--- src/rtl/ifu_hs.sv ---
// Multi-cycle instruction fetch unit: one outstanding imem request, a single
// buffered instruction toward decode, redirects with stale-response dropping.
//   state   | meaning
//   IDLE    | first cycle after reset
//   REQ     | request presented to imem
//   WAIT    | waiting for response (park=1: misaligned target, wait for redirect)
//   HOLD    | instruction offered to decode
//   HALTED  | fetch stopped until reset
module ifu_hs #(
    parameter int              XLEN        = 32,
    parameter logic [XLEN-1:0] RESET_PC    = XLEN'(32'h8000_0000),
    parameter bit              ALIGN_CHECK = 1'b1
) (
    input  logic            clk,
    input  logic            rst_n,
    output logic            imem_req_valid,
    input  logic            imem_req_ready,
    output logic [XLEN-1:0] imem_req_addr,
    input  logic            imem_resp_valid,
    input  logic [31:0]     imem_resp_data,
    input  logic            imem_resp_err,
    output logic            inst_valid,
    input  logic            inst_ready,
    output logic [31:0]     inst,
    output logic [XLEN-1:0] inst_pc,
    output logic [1:0]      inst_err,
    input  logic            redir_valid,
    input  logic [XLEN-1:0] redir_pc,
    input  logic            halt,
    output logic [XLEN-1:0] pc
);

    typedef enum logic [2:0] {
        S_IDLE,
        S_REQ,
        S_WAIT,
        S_HOLD,
        S_HALTED
    } state_t;

    state_t          state_q, state_d;
    logic [XLEN-1:0] pc_q, pc_d;
    logic            drop_q, drop_d;
    logic            park_q, park_d;
    logic            hpend_q, hpend_d;
    logic [31:0]     inst_q, inst_d;
    logic [XLEN-1:0] inst_pc_q, inst_pc_d;
    logic [1:0]      inst_err_q, inst_err_d;
    logic            mis;

    assign mis            = ALIGN_CHECK && (redir_pc[1:0] != 2'b00);
    assign imem_req_valid = (state_q == S_REQ);
    assign imem_req_addr  = pc_q;
    assign inst_valid     = (state_q == S_HOLD);
    assign inst           = inst_q;
    assign inst_pc        = inst_pc_q;
    assign inst_err       = inst_err_q;
    assign pc             = pc_q;

    always_ff @(posedge clk or negedge rst_n) begin
        if (!rst_n) begin
            state_q    <= S_IDLE;
            pc_q       <= RESET_PC;
            drop_q     <= 1'b0;
            park_q     <= 1'b0;
            hpend_q    <= 1'b0;
            inst_q     <= 32'h0;
            inst_pc_q  <= '0;
            inst_err_q <= 2'b00;
        end else begin
            state_q    <= state_d;
            pc_q       <= pc_d;
            drop_q     <= drop_d;
            park_q     <= park_d;
            hpend_q    <= hpend_d;
            inst_q     <= inst_d;
            inst_pc_q  <= inst_pc_d;
            inst_err_q <= inst_err_d;
        end
    end

    always_comb begin
        state_d    = state_q;
        pc_d       = pc_q;
        drop_d     = drop_q;
        park_d     = park_q;
        hpend_d    = hpend_q;
        inst_d     = inst_q;
        inst_pc_d  = inst_pc_q;
        inst_err_d = inst_err_q;

        // A misaligned redirect leaves WAIT early, so the dropped response can land anywhere.
        if (imem_resp_valid && drop_q && !(state_q == S_WAIT && !park_q))
            drop_d = 1'b0;

        case (state_q)
            S_IDLE: state_d = halt ? S_HALTED : S_REQ;

            S_REQ: begin
                if (halt) begin
                    if (imem_req_ready) begin
                        drop_d  = 1'b1;
                        hpend_d = 1'b1;
                        state_d = S_WAIT;
                    end else begin
                        state_d = S_HALTED;
                    end
                end else begin
                    if (imem_req_ready) begin
                        state_d = S_WAIT;
                        if (redir_valid) drop_d = 1'b1;
                    end
                    if (redir_valid) begin
                        pc_d = redir_pc;
                        if (mis) begin
                            inst_d     = 32'h0;
                            inst_pc_d  = redir_pc;
                            inst_err_d = 2'b10;
                            state_d    = S_HOLD;
                        end
                    end
                end
            end

            S_WAIT: begin
                if (park_q) begin
                    if (halt) begin
                        state_d = S_HALTED;
                    end else if (redir_valid) begin
                        pc_d   = redir_pc;
                        park_d = 1'b0;
                        if (mis) begin
                            inst_d     = 32'h0;
                            inst_pc_d  = redir_pc;
                            inst_err_d = 2'b10;
                            state_d    = S_HOLD;
                        end else begin
                            state_d = S_REQ;
                        end
                    end
                end else if (halt || hpend_q) begin
                    if (imem_resp_valid) begin
                        drop_d  = 1'b0;
                        hpend_d = 1'b0;
                        state_d = S_HALTED;
                    end else begin
                        drop_d  = 1'b1;
                        hpend_d = 1'b1;
                    end
                end else if (redir_valid) begin
                    pc_d   = redir_pc;
                    drop_d = !imem_resp_valid;
                    if (mis) begin
                        inst_d     = 32'h0;
                        inst_pc_d  = redir_pc;
                        inst_err_d = 2'b10;
                        state_d    = S_HOLD;
                    end else if (imem_resp_valid) begin
                        state_d = S_REQ;
                    end
                end else if (imem_resp_valid) begin
                    if (drop_q) begin
                        drop_d  = 1'b0;
                        state_d = S_REQ;
                    end else begin
                        inst_d     = imem_resp_data;
                        inst_pc_d  = pc_q;
                        inst_err_d = {1'b0, imem_resp_err};
                        state_d    = S_HOLD;
                    end
                end
            end

            S_HOLD: begin
                if (halt) begin
                    state_d = S_HALTED;
                end else if (redir_valid) begin
                    pc_d = redir_pc;
                    if (mis) begin
                        inst_d     = 32'h0;
                        inst_pc_d  = redir_pc;
                        inst_err_d = 2'b10;
                    end else begin
                        state_d = S_REQ;
                    end
                end else if (inst_ready) begin
                    pc_d = pc_q + XLEN'(4);
                    if (inst_err_q == 2'b10) begin
                        park_d  = 1'b1;
                        state_d = S_WAIT;
                    end else begin
                        state_d = S_REQ;
                    end
                end
            end

            S_HALTED: state_d = S_HALTED;

            default: state_d = S_IDLE;
        endcase
    end

endmodule

--- config.mk ---
export PLATFORM = sky130hd
export DESIGN_NAME = ifu_hs
export DESIGN_NICKNAME = d
export VERILOG_FILES = /design/src/rtl/ifu_hs.sv
export SDC_FILE = /design/constraint.sdc
export NUM_CORES = 1
export LEC_CHECK = 0
export ABC_AREA = 1
export CAP_MARGIN = 25
export CORE_ASPECT_RATIO = 0.6
export CORE_UTILIZATION = 39
export DETAILED_ROUTE_END_ITERATION = 6
export DONT_BUFFER_PORTS = 1
export SLEW_MARGIN = 5
export SYNTH_ARGS = -nofsm -noshare
export SYNTH_HDL_FRONTEND = slang
export SYNTH_SLANG_ARGS = --single-unit
--- constraint.sdc ---
create_clock -name clk -period 2.6 [get_ports clk]
set_input_delay 0.26 -clock clk [delete_from_list [all_inputs] [get_ports clk]]
set_output_delay 0.26 -clock clk [all_outputs]
set_load 0.05 [all_outputs]
==> load_flow_metrics.sql <==
INSERT INTO impl_metrics (metric_group, metric, value, unit) VALUES
('detailed_routing', 'antenna_left', '0', ''),
('critical_path', 'cp.arrival', '2.10', 'ns'),
('critical_path', 'worst_path_required_time', '2.34', 'ns'),
('cts', 'cts_tree', 'done', ''),
('cts', 'numCtsBuffers', '9', ''),
('critical_path', 'setup.worst_path.start_class', 'flip-flop', ''),
('layout', 'finish.net_count', '1187', ''),
('synthesis', 'yosys-top-cells-area', 'dfrtp_1 37%, nand2_1 24%, nor2_1 7.0%, nand3_1 6.5%, o21ai_0 5.1%', ''),
('synthesis', 'synth_nets', '1168', ''),
('timing', 'final_hold_viol_count', '104', ''),
('timing', 'relSlewSlack', '54.1', '%'),
('layout', 'antenna_cells', '0', ''),
('synthesis', 'syn-cell-area', '7020', 'um^2'),
('layout', 'fill_cells', '1813', ''),
('layout', 'layout-area-overhead-vs-synth', '12.0', '%'),
('synthesis', 'synthDistinctLibCells', '37', ''),
('placed_design', 'place_congestion', '0.968', ''),
('detailed_routing', 'first_pass_iters', '5', ''),
('cts', 'cts-htree-levels', '3', ''),
('placed_design', 'place.port_buffers', '0', ''),
('global_route', 'tot_gr_track_use', '27.1', '%'),
('die', 'initial_core_utilization', '40.4', '%'),
('die', 'row_count', '37', ''),
('cts', 'numClockSinks', '104', ''),
('synthesis', 'postSynth.asyncResetShare', '100', '%'),
('pwr', 'leakage_power', '3.85', 'nW'),
('synthesis', 'most_instantiated_flip_flop_cell_in_the_synthesis_netlist', 'dfrtp_1', ''),
('synthesis', 'synth.top_cells.by_count', '456 x nand2_1, 131 x nor2_1, 103 x dfrtp_1, 91 x nand3_1, 71 x o21ai_0', ''),
('synthesis', 'synthesis_warning_total', '0', ''),
('cts', 'clkLatencyLatePin', '0.37', 'ns'),
('detailed_routing', 'post_drt_via_cell_ratio', '5.37', ''),
('synthesis', 'ys_seq_elements', '104', ''),
('layout', 'layout-drive-gt1-share', '8.40', '%'),
('timing', 'report.final.slew_viol_count', '0', ''),
('flow_run', 'max_cap_viol_count', '0', ''),
('cts', 'cts.root.buffer_cell', 'clkbuf_16', ''),
('synthesis', 'synth_largest_type_area_fraction', '36.7', '%'),
('critical_path', 'worst_path_max_delay_cell', 'dfrtp_1', ''),
('detailed_routing', 'wire_per_inst', '18.2', 'um'),
('die', 'core_region_area', '17400', 'um^2'),
('detailed_routing', 'remaining_drc_errors', '0', ''),
('layout', 'design_area', '7870', 'um^2'),
('pwr', 'worst_ir_drop_vdd', '431', 'uV'),
('timing', 'worstMarginPinSlew', '0.687', 'ns'),
('critical_path', 'crit_type', 'reg2out', ''),
('synthesis', 'synth_area_per_cell', '6.41', 'um^2'),
('timing', 'setup_viol', '0', ''),
('synthesis', 'number_of_enable_flip_flop_cells_after_synthesis', '0', ''),
('timing', 'maxClockFrequency', '424', 'MHz'),
('die', 'design.die.area', '18600', 'um^2'),
('timing', 'final.hold.worst_slack', '-0.425', 'ns'),
('critical_path', 'critical-path-max-stage-delay', '0.61', 'ns'),
('global_route', 'grt_pass1_wl', '38600', 'um'),
('timing', 'final_setup_tns', '0', 'ns'),
('worst_hold_path', 'worst_hold_path_type', 'in2async', ''),
('die', 'floorplan.io_pins', '204', ''),
('synthesis', 'post_synth_inst_count', '1095', ''),
('timing', 'timing.clock.skew', '0.0101', 'ns'),
('critical_path', 'timing.critical_path.cells', 'inv_1 -> nor2_1 -> inv_1 -> nor2_1 -> buf_4', ''),
('status', 'status', 'finished with violations', ''),
('status', 'violations', 'hold timing', ''),
('global_route', 'globalRoute.totalOverflow', '0', ''),
('placed_design', 'hpwlAfterDp', '17600', 'um'),
('detailed_routing', 'detail_route.iter0.violations', '694', ''),
('die', 'die_y', '106', 'um'),
('die', 'fp.dieW', '175', 'um'),
('layout', 'final-seq-area', '2600', 'um^2'),
('timing', 'final_period_minus_worst_setup_slack', '2.36', 'ns'),
('critical_path', 'source_of_the_critical_timing_path', 'state_q[0]$_DFFE_PN0P_', ''),
('timing', 'fin_crit_sh', '90.6', '%'),
('detailed_routing', 'vias', '7270', '');
==> sequential cells by signal, indices dropped and copies added (netlist names) <==
| signal | cells |
|---|---|
| imem_req_addr | 32 |
| inst | 32 |
| inst_pc | 32 |
| state_q | 3 |
| inst_err | 2 |
| drop_q | 1 |
| hpend_q | 1 |
| park_q | 1 |
==> cells by family (layout without fill, tap and decap cells) <==
kind of cell / after synthesis / count (layout) / synth area share (%)
DFF: 104 / 104 / 37.1
and+or+nand+nor: 700 / 700 / 40.5
adders and majority gates: 1 / 1 / 0.178
AOI/OAI and AO/OA: 140 / 140 / 11.2
buffers and inverters: 150 / 174 / 11.0
==> placed cells by master (no fill, tap or decap), drive strengths merged, types with 2 or more instances in the layout <==
cell type	synthesis	final
nand2	461	461
nor2	137	137
dfrtp	103	103
nand3	92	92
inv	73	76
o21ai	73	73
buf	68	59
a21oi	36	36
dlygate4sd3	0	26
o211ai	9	9
a211oi	9	9
clkbuf	9	9
o22ai	5	5
nand4	5	5
clkinv	0	4
nor3	3	3
o2111ai	2	2
and2	2	2
==> metrics by stage <==
stage	hold WS (ns)	instances	worst slack [ns]	util (%)	power, W
after global routing	-0.446	1353	0.0977	45.3	0.0117
after CTS	-0.434	1352	0.280	45.2	0.0110
final	-0.425	1353	0.243	45.3	0.0110
after global placement	-0.0311	1311	0.464	42.0	0.00951
after floorplan	-0.0356	1095	0.483	-	0.00840
after detailed placement	-0.0324	1311	0.342	42.0	0.00956
==> final timing paths <==
path	to	slack, ns
worst max-delay path	imem_req_valid	0.24
worst min-delay path	inst_pc[25]$_DFFE_PN0P_	-0.43
worst max register to register	inst_pc[5]$_DFFE_PN0P_	0.29
worst min register to register	drop_q$_DFF_PN0_	0.49
max in group asynchronous	inst[11]$_DFFE_PN0P_	2.79
min in group clk	inst[6]$_DFFE_PN0P_	0
==> timing repair <==
action / 4_1_cts / 5_1_grt
endpoints found under the hold margin: 129 / 105
resized for setup: 0 / 0
hold buffers: 25 / 1
buffers inserted: 0 / 0
==> per-layer routing <==
metal / vias up / global-route usage (%) / routed length (um) / share of wire (%)
met1: 3362 / 40.0 / 11600 / 47
met2: 398 / 38.5 / 9800 / 40
met3: 22 / 8.30 / 2940 / 12
met4: 0 / 5.09 / 262 / 1.1
li1: 3488 / - / - / -
met5: - / 0 / 0 / 0
==> critical path, delay by kind of cell, from the launching register on <==
kind,cells,cell delay [ns]
flops,1,0.61
simple gates,2,0.55
buf+inv,3,0.56
==> final cells by class <==
type                    count  share of cell area [%]
clock inverters             7                    1.13
inverters                  73                    3.52
well taps                 234                    3.72
clock buffers               9                    2.86
repair buffers             85                    9.26
multi-input cells         841                    46.4
flip-flops and latches    104                    33.1
==> where the power goes <==
part	leakage, nW	switching [W]	internal [W]
Clock	0.152	0.000751	0.000695
Sequential	1.33	0.00195	0.00225
Combinational	2.37	0.00402	0.00136
No activity file was read; power rests on OpenSTA's default activity.
